File: src/rtl/arbitro_multiplicador_pkg.sv
// Shared widths and FSM encoding for the round-robin multiplier arbiter.
package paquete_arbitro_mult;

  localparam int ANCHO_OPERANDO = 4;
  localparam int ANCHO_PRODUCTO = 8;

  typedef enum logic [1:0] {
    LIBRE   = 2'b00,
    CALCULO = 2'b01,
    ENTREGA = 2'b10
  } estado_e;

endpackage

File: src/rtl/arbitro_multiplicador_multiplicador.sv
// Unsigned 4x4 array multiplier: AND partial products accumulated by a shift-add chain.
module Multiplicador4_Bits
  import paquete_arbitro_mult::*;
(
  input  logic [ANCHO_OPERANDO-1:0] Multiplicando,
  input  logic [ANCHO_OPERANDO-1:0] Multiplicador,
  output logic [ANCHO_PRODUCTO-1:0] Producto
);

  logic [ANCHO_OPERANDO-1:0] parcial_s [ANCHO_OPERANDO];
  logic [ANCHO_PRODUCTO-1:0] suma_s    [ANCHO_OPERANDO+1];

  assign suma_s[0] = {ANCHO_PRODUCTO{1'b0}};

  for (genvar i = 0; i < ANCHO_OPERANDO; i++) begin : g_fila
    assign parcial_s[i] = Multiplicando & {ANCHO_OPERANDO{Multiplicador[i]}};
    assign suma_s[i+1]  = suma_s[i] + (ANCHO_PRODUCTO'(parcial_s[i]) << i);
  end

  assign Producto = suma_s[ANCHO_OPERANDO];

endmodule

File: src/rtl/arbitro_multiplicador.sv
// Round-robin arbiter sharing one 4x4 multiplier among NUM_SOLICITANTES clients,
// delivering each product on a Valido/Listo result channel.
module arbitro_multiplicador
  import paquete_arbitro_mult::*;
#(
  parameter int NUM_SOLICITANTES = 4,
  parameter int ANCHO_ID         = 2
) (
  input  logic                                   Reloj,
  input  logic                                   Reinicio,
  input  logic [NUM_SOLICITANTES-1:0]            Solicitud,
  input  logic [ANCHO_OPERANDO*NUM_SOLICITANTES-1:0] OperandoX,
  input  logic [ANCHO_OPERANDO*NUM_SOLICITANTES-1:0] OperandoY,
  output logic [NUM_SOLICITANTES-1:0]            Concesion,
  output logic [ANCHO_PRODUCTO-1:0]              Resultado,
  output logic [ANCHO_ID-1:0]                    Destino,
  output logic                                   Valido,
  input  logic                                   Listo,
  output logic                                   Ocupado
);

  estado_e                       estado_q;
  logic [ANCHO_ID-1:0]           puntero_q;
  logic [ANCHO_ID-1:0]           ganador_q;
  logic [ANCHO_OPERANDO-1:0]     x_q;
  logic [ANCHO_OPERANDO-1:0]     y_q;
  logic [NUM_SOLICITANTES-1:0]   concesion_q;
  logic [ANCHO_PRODUCTO-1:0]     resultado_q;
  logic [ANCHO_ID-1:0]           destino_q;
  logic                          valido_q;
  logic                          ocupado_q;

  logic                          sel_valido_s;
  logic [ANCHO_ID-1:0]           sel_idx_s;
  logic [ANCHO_ID-1:0]           cand_s;
  logic [ANCHO_OPERANDO-1:0]     x_sel_s;
  logic [ANCHO_OPERANDO-1:0]     y_sel_s;
  logic [ANCHO_PRODUCTO-1:0]     producto_s;
  logic [ANCHO_ID-1:0]           puntero_sig_s;

  // First requester at or after the pointer, wrapping past the last index.
  always_comb begin
    sel_valido_s = 1'b0;
    sel_idx_s    = {ANCHO_ID{1'b0}};
    cand_s       = {ANCHO_ID{1'b0}};
    for (int k = 0; k < NUM_SOLICITANTES; k++) begin
      cand_s = ANCHO_ID'((int'(puntero_q) + k) % NUM_SOLICITANTES);
      if (!sel_valido_s && Solicitud[cand_s]) begin
        sel_valido_s = 1'b1;
        sel_idx_s    = cand_s;
      end else begin
        sel_valido_s = sel_valido_s;
      end
    end
  end

  // Operand slice of the selected requester.
  always_comb begin
    x_sel_s = {ANCHO_OPERANDO{1'b0}};
    y_sel_s = {ANCHO_OPERANDO{1'b0}};
    for (int i = 0; i < NUM_SOLICITANTES; i++) begin
      if (sel_idx_s == ANCHO_ID'(i)) begin
        x_sel_s = OperandoX[ANCHO_OPERANDO*i +: ANCHO_OPERANDO];
        y_sel_s = OperandoY[ANCHO_OPERANDO*i +: ANCHO_OPERANDO];
      end else begin
        x_sel_s = x_sel_s;
        y_sel_s = y_sel_s;
      end
    end
  end

  assign puntero_sig_s = (ganador_q == ANCHO_ID'(NUM_SOLICITANTES - 1)) ?
                         {ANCHO_ID{1'b0}} : ganador_q + ANCHO_ID'(1);

  Multiplicador4_Bits u_multiplicador (
    .Multiplicando (x_q),
    .Multiplicador (y_q),
    .Producto      (producto_s)
  );

  // Arbitration FSM; the multiplier only ever sees the operands latched at the grant.
  always_ff @(posedge Reloj) begin
    if (Reinicio) begin
      estado_q    <= LIBRE;
      puntero_q   <= {ANCHO_ID{1'b0}};
      ganador_q   <= {ANCHO_ID{1'b0}};
      x_q         <= {ANCHO_OPERANDO{1'b0}};
      y_q         <= {ANCHO_OPERANDO{1'b0}};
      concesion_q <= {NUM_SOLICITANTES{1'b0}};
      resultado_q <= {ANCHO_PRODUCTO{1'b0}};
      destino_q   <= {ANCHO_ID{1'b0}};
      valido_q    <= 1'b0;
      ocupado_q   <= 1'b0;
    end else begin
      concesion_q <= {NUM_SOLICITANTES{1'b0}};
      case (estado_q)
        LIBRE: begin
          if (sel_valido_s) begin
            x_q         <= x_sel_s;
            y_q         <= y_sel_s;
            ganador_q   <= sel_idx_s;
            concesion_q <= {{(NUM_SOLICITANTES-1){1'b0}}, 1'b1} << sel_idx_s;
            ocupado_q   <= 1'b1;
            estado_q    <= CALCULO;
          end
        end
        CALCULO: begin
          resultado_q <= producto_s;
          destino_q   <= ganador_q;
          valido_q    <= 1'b1;
          estado_q    <= ENTREGA;
        end
        ENTREGA: begin
          if (Listo) begin
            valido_q  <= 1'b0;
            ocupado_q <= 1'b0;
            puntero_q <= puntero_sig_s;
            estado_q  <= LIBRE;
          end
        end
        default: begin
          valido_q  <= 1'b0;
          ocupado_q <= 1'b0;
          estado_q  <= LIBRE;
        end
      endcase
    end
  end

  assign Concesion = concesion_q;
  assign Resultado = resultado_q;
  assign Destino   = destino_q;
  assign Valido    = valido_q;
  assign Ocupado   = ocupado_q;

endmodule

File: config.mk
export PLATFORM = sky130hd
export DESIGN_NAME = arbitro_multiplicador
export DESIGN_NICKNAME = d
export VERILOG_FILES = /design/src/rtl/arbitro_multiplicador_pkg.sv /design/src/rtl/arbitro_multiplicador_multiplicador.sv /design/src/rtl/arbitro_multiplicador.sv
export SDC_FILE = /design/constraint.sdc
export NUM_CORES = 1
export LEC_CHECK = 0
export CAP_MARGIN = 20
export CORE_ASPECT_RATIO = 0.7
export CORE_UTILIZATION = 46
export CTS_CLUSTER_DIAMETER = 150
export CTS_CLUSTER_SIZE = 24
export DETAILED_ROUTE_END_ITERATION = 8
export GPL_TIMING_DRIVEN = 0
export PLACE_DENSITY = 0.79
export SLEW_MARGIN = 25
export SYNTH_ARGS = -nofsm -noshare
export SYNTH_HDL_FRONTEND = slang
export SYNTH_SLANG_ARGS = --single-unit
File: constraint.sdc
create_clock -name Reloj -period 3.4 [get_ports Reloj]
set_input_delay 0.68 -clock Reloj [delete_from_list [all_inputs] [get_ports Reloj]]
set_output_delay 0.68 -clock Reloj [all_outputs]
set_load 0.01 [all_outputs]
==> run_results.csv <==
group,metric,value,unit
setup_path,worstPathRequired,3.61,ns
drt,detail_route.vias_per_cell,4.98,
setup_path,cpLargestDelayFamily,"adder cells",
global_route,grt-ovfl-total,0,
setup_path,path_max_fanout,5,
synthesis,yosysUniqueCellTypes,33,
synthesis,netlist_instances,194,
setup_path,crit_path_start,"x_q[2]",
global_route,grt_pass1_wl,6.34,mm
final_layout,final_common_cell,"clkdlybuf4s50_1",
timing,fin_ws,0.264,ns
synthesis,synthesis.nets,247,
drt,antenna_left,0,
cts,clock_latency,0.28,ns
placement,hpwl,2.86,mm
placement,routabilityCongestion,0.759,
flow_run,drv_cap,0,
outcome,run_status,"finished clean",
synthesis,seq_area_frac_synth,0.348,
placement,placed_cells,297,
power_and_ir_drop,peakVddDrop,236,uV
timing,tns,0,ns
final_layout,drive_above_1_share,0.0667,
cts,cts_tree,"built",
timing,worstMarginPinSlew,0.672,ns
setup_path,r2r-start,"x_q[2]",
drt,drt_iter0_drc,39,
placement,post-place-ws,0.327,ns
power_and_ir_drop,leakage,1.01,nW
drt,dr.pass1.iters,4,
global_route,antenna_found_initial,0,
setup_path,cp_cell_sequence,"and2_1 > ha_1 > a21o_1 > a21oi_1 > xnor2_1 > fa_1 > inv_1 > ha_1 > a21o_1 > a21oi_1 > xnor2_1 > nand2_1 > a21oi_1",
worst_hold_path,min_from,"Resultado[5]",
synthesis,synth_warnings,0,
cts,clk_pin_slew,0.06,ns
die,core_area,0.00356,sq mm
timing,slew_viol_final,0,
drt,drcViolationCount,0,
timing,finalSetupViolCount,0,
setup_path,slowest_delay,0.61,ns
timing,hold_violations,0,
setup_path,path_common_cell,"a21oi_1",
placement,numPortBuffers,53,
final_layout,diodes,0,
cts,post_cts_resized,0,
setup_path,cp_slowest_cell,"fa_1",
synthesis,ys_ff_latch,30,
global_route,grt_pass1_vias,1459,
timing,slew_headroom,0.552,
cts,h-tree-depth,2,
die,row_count,18,
timing,fin_crit,3.14,ns
die,die_x,75.2,um
synthesis,syn_avg_cell_area,8.89,sq um
final_layout,final_cell_count_no_fill,305,
final_layout,layout.nets,307,
drt,drt-total-wl,3.81,mm
drt,routedWlPerCell,12.5,um
setup_path,worstSetupEndpointType,"flip-flop",
timing,fin_crit_sh,0.922,
global_route,track_usage,0.218,
cts,root_buffer,"clkbuf_8",
die,fp.dieArea,0.00400,sq mm
die,initial_utilization,0.485,
setup_path,critPathKind,"flip-flop to flip-flop",
timing,max_freq,0.319,GHz
die,io_pins,55,
die,die_h,53.2,um
final_layout,final_util,0.682,
cts,cts_setup_buffers,0,
timing,rsz0062_at_grt,"false",
final_layout,layout.cells.most_common_list,"clkdlybuf4s50_1 (53), dfxtp_1 (30), nand2_1 (29)",
cts,cts_sinks,30,
drt,via_count,1519,
synthesis,syn_area,0.00172,sq mm
global_route,grt_start_max_net_pins,11,
cts,cts_hold_buf,0,
cts,cts_buffers,5,
worst_hold_path,hp-class,"flip-flop to flip-flop",
setup_path,critical_path_buf_inv_count,1,
timing,fin_skew,0.00475,ns
setup_path,worstSetupStartpointType,"flip-flop",
final_layout,area_growth,40.8,%
power_and_ir_drop,power_density,394,mW/mm^2
cts,clockBufferDepth,2,
setup_path,cp_data_arrival_time,3.35,ns
final_layout,fillers,303,
## report_power, final
| part | switching (W) | internal [W] |
|---|---|---|
| Clock | 0.000135 | 0.000204 |
| Sequential | 0.0000272 | 0.000380 |
| Combinational | 0.0000930 | 0.000117 |
| Total | 0.000255 | 0.000702 |
## layout make-up
class / count / area (sq um) / share of cell area
timing repair buffer: 53 / 531 / 0.219
multi-input combinational: 143 / 1010 / 0.417
inverter: 11 / 41.3 / 0.0170
tap: 50 / 62.6 / 0.0258
clock buffer: 8 / 110 / 0.0454
buffer: 10 / 70.1 / 0.0289
sequential: 30 / 601 / 0.247
## flip-flops by register name (all words and copies together), names as in the netlist
| signal | flops |
|---|---|
| Concesion | 4 |
| Destino | 2 |
| y_q | 4 |
| puntero_q | 2 |
| ganador_q | 2 |
| x_q | 4 |
| estado_q | 2 |
| Ocupado | 1 |
| Valido | 1 |
| Resultado | 8 |
## cells in the mapped netlist (all sizes together)
cell    number  area (sq um)
o22ai        1          6.26
dfxtp       30           601
nand3        1          5.00
a21o         2          15.0
clkbuf       4          16.3
nor2b        5          31.3
buf          6          53.8
or3          1          6.26
o21ai        3          15.0
or2          1          6.26
ha           9           113
nand3b       1          7.51
nor4         1          6.26
mux2i       20           200
a211oi       2          15.0
o2bb2a       1          10.0
a21oi       17          85.1
nor3         2          10.0
o221ai       8          70.1
a311oi       1          8.76
nand2b       5          31.3
and3         1          6.26
and2         8          50.1
nor2        15          72.6
xnor2        3          26.3
nand2       30           115
fa           5           100
inv         11          41.3
## final timing paths
kind / to / slack, ns / cells after the start
max reg2reg: Resultado[6] / 0.26 / 13
min: Resultado[5] / 0.45 / 2
max: Resultado[6] / 0.26 / 13
min reg2reg: Resultado[5] / 0.45 / 2
## per-layer routing
layer / GRT usage / wire length, um
met4: 0.0988 / 72
met3: 0.0686 / 207
met1: 0.278 / 1930
met5: 0 / 0
met2: 0.338 / 1600
## per-stage QoR
step           hold WS (ns)  instance area [sq um]  power, W
3_3_place_gp          0.441                   2320  0.000620
2_1_floorplan         0.448                   1720  0.000529
3_5_place_dp          0.453                   2320  0.000624
5_1_grt               0.484                   2430   0.00101
6_report              0.454                   2430  0.000957
4_1_cts               0.462                   2430  0.000964
## cells by family after synthesis
| group | Yosys count | share of synthesized area |
|---|---|---|
| AND/OR/NAND/NOR | 71 | 0.202 |
| AO/OA/AOI/OAI | 35 | 0.131 |
| flip-flops | 30 | 0.348 |
| buffers and inverters | 21 | 0.0646 |
| multiplexers | 20 | 0.116 |
| adder cells (fa/ha/maj) | 14 | 0.123 |
| XOR/XNOR | 3 | 0.0152 |
## tightest hold or removal path: stages (launching register included)
cell     delay [ns]
dfxtp_1        0.31
nand2_1        0.05
a21oi_1        0.05
Power figures use the tool's default switching activity.
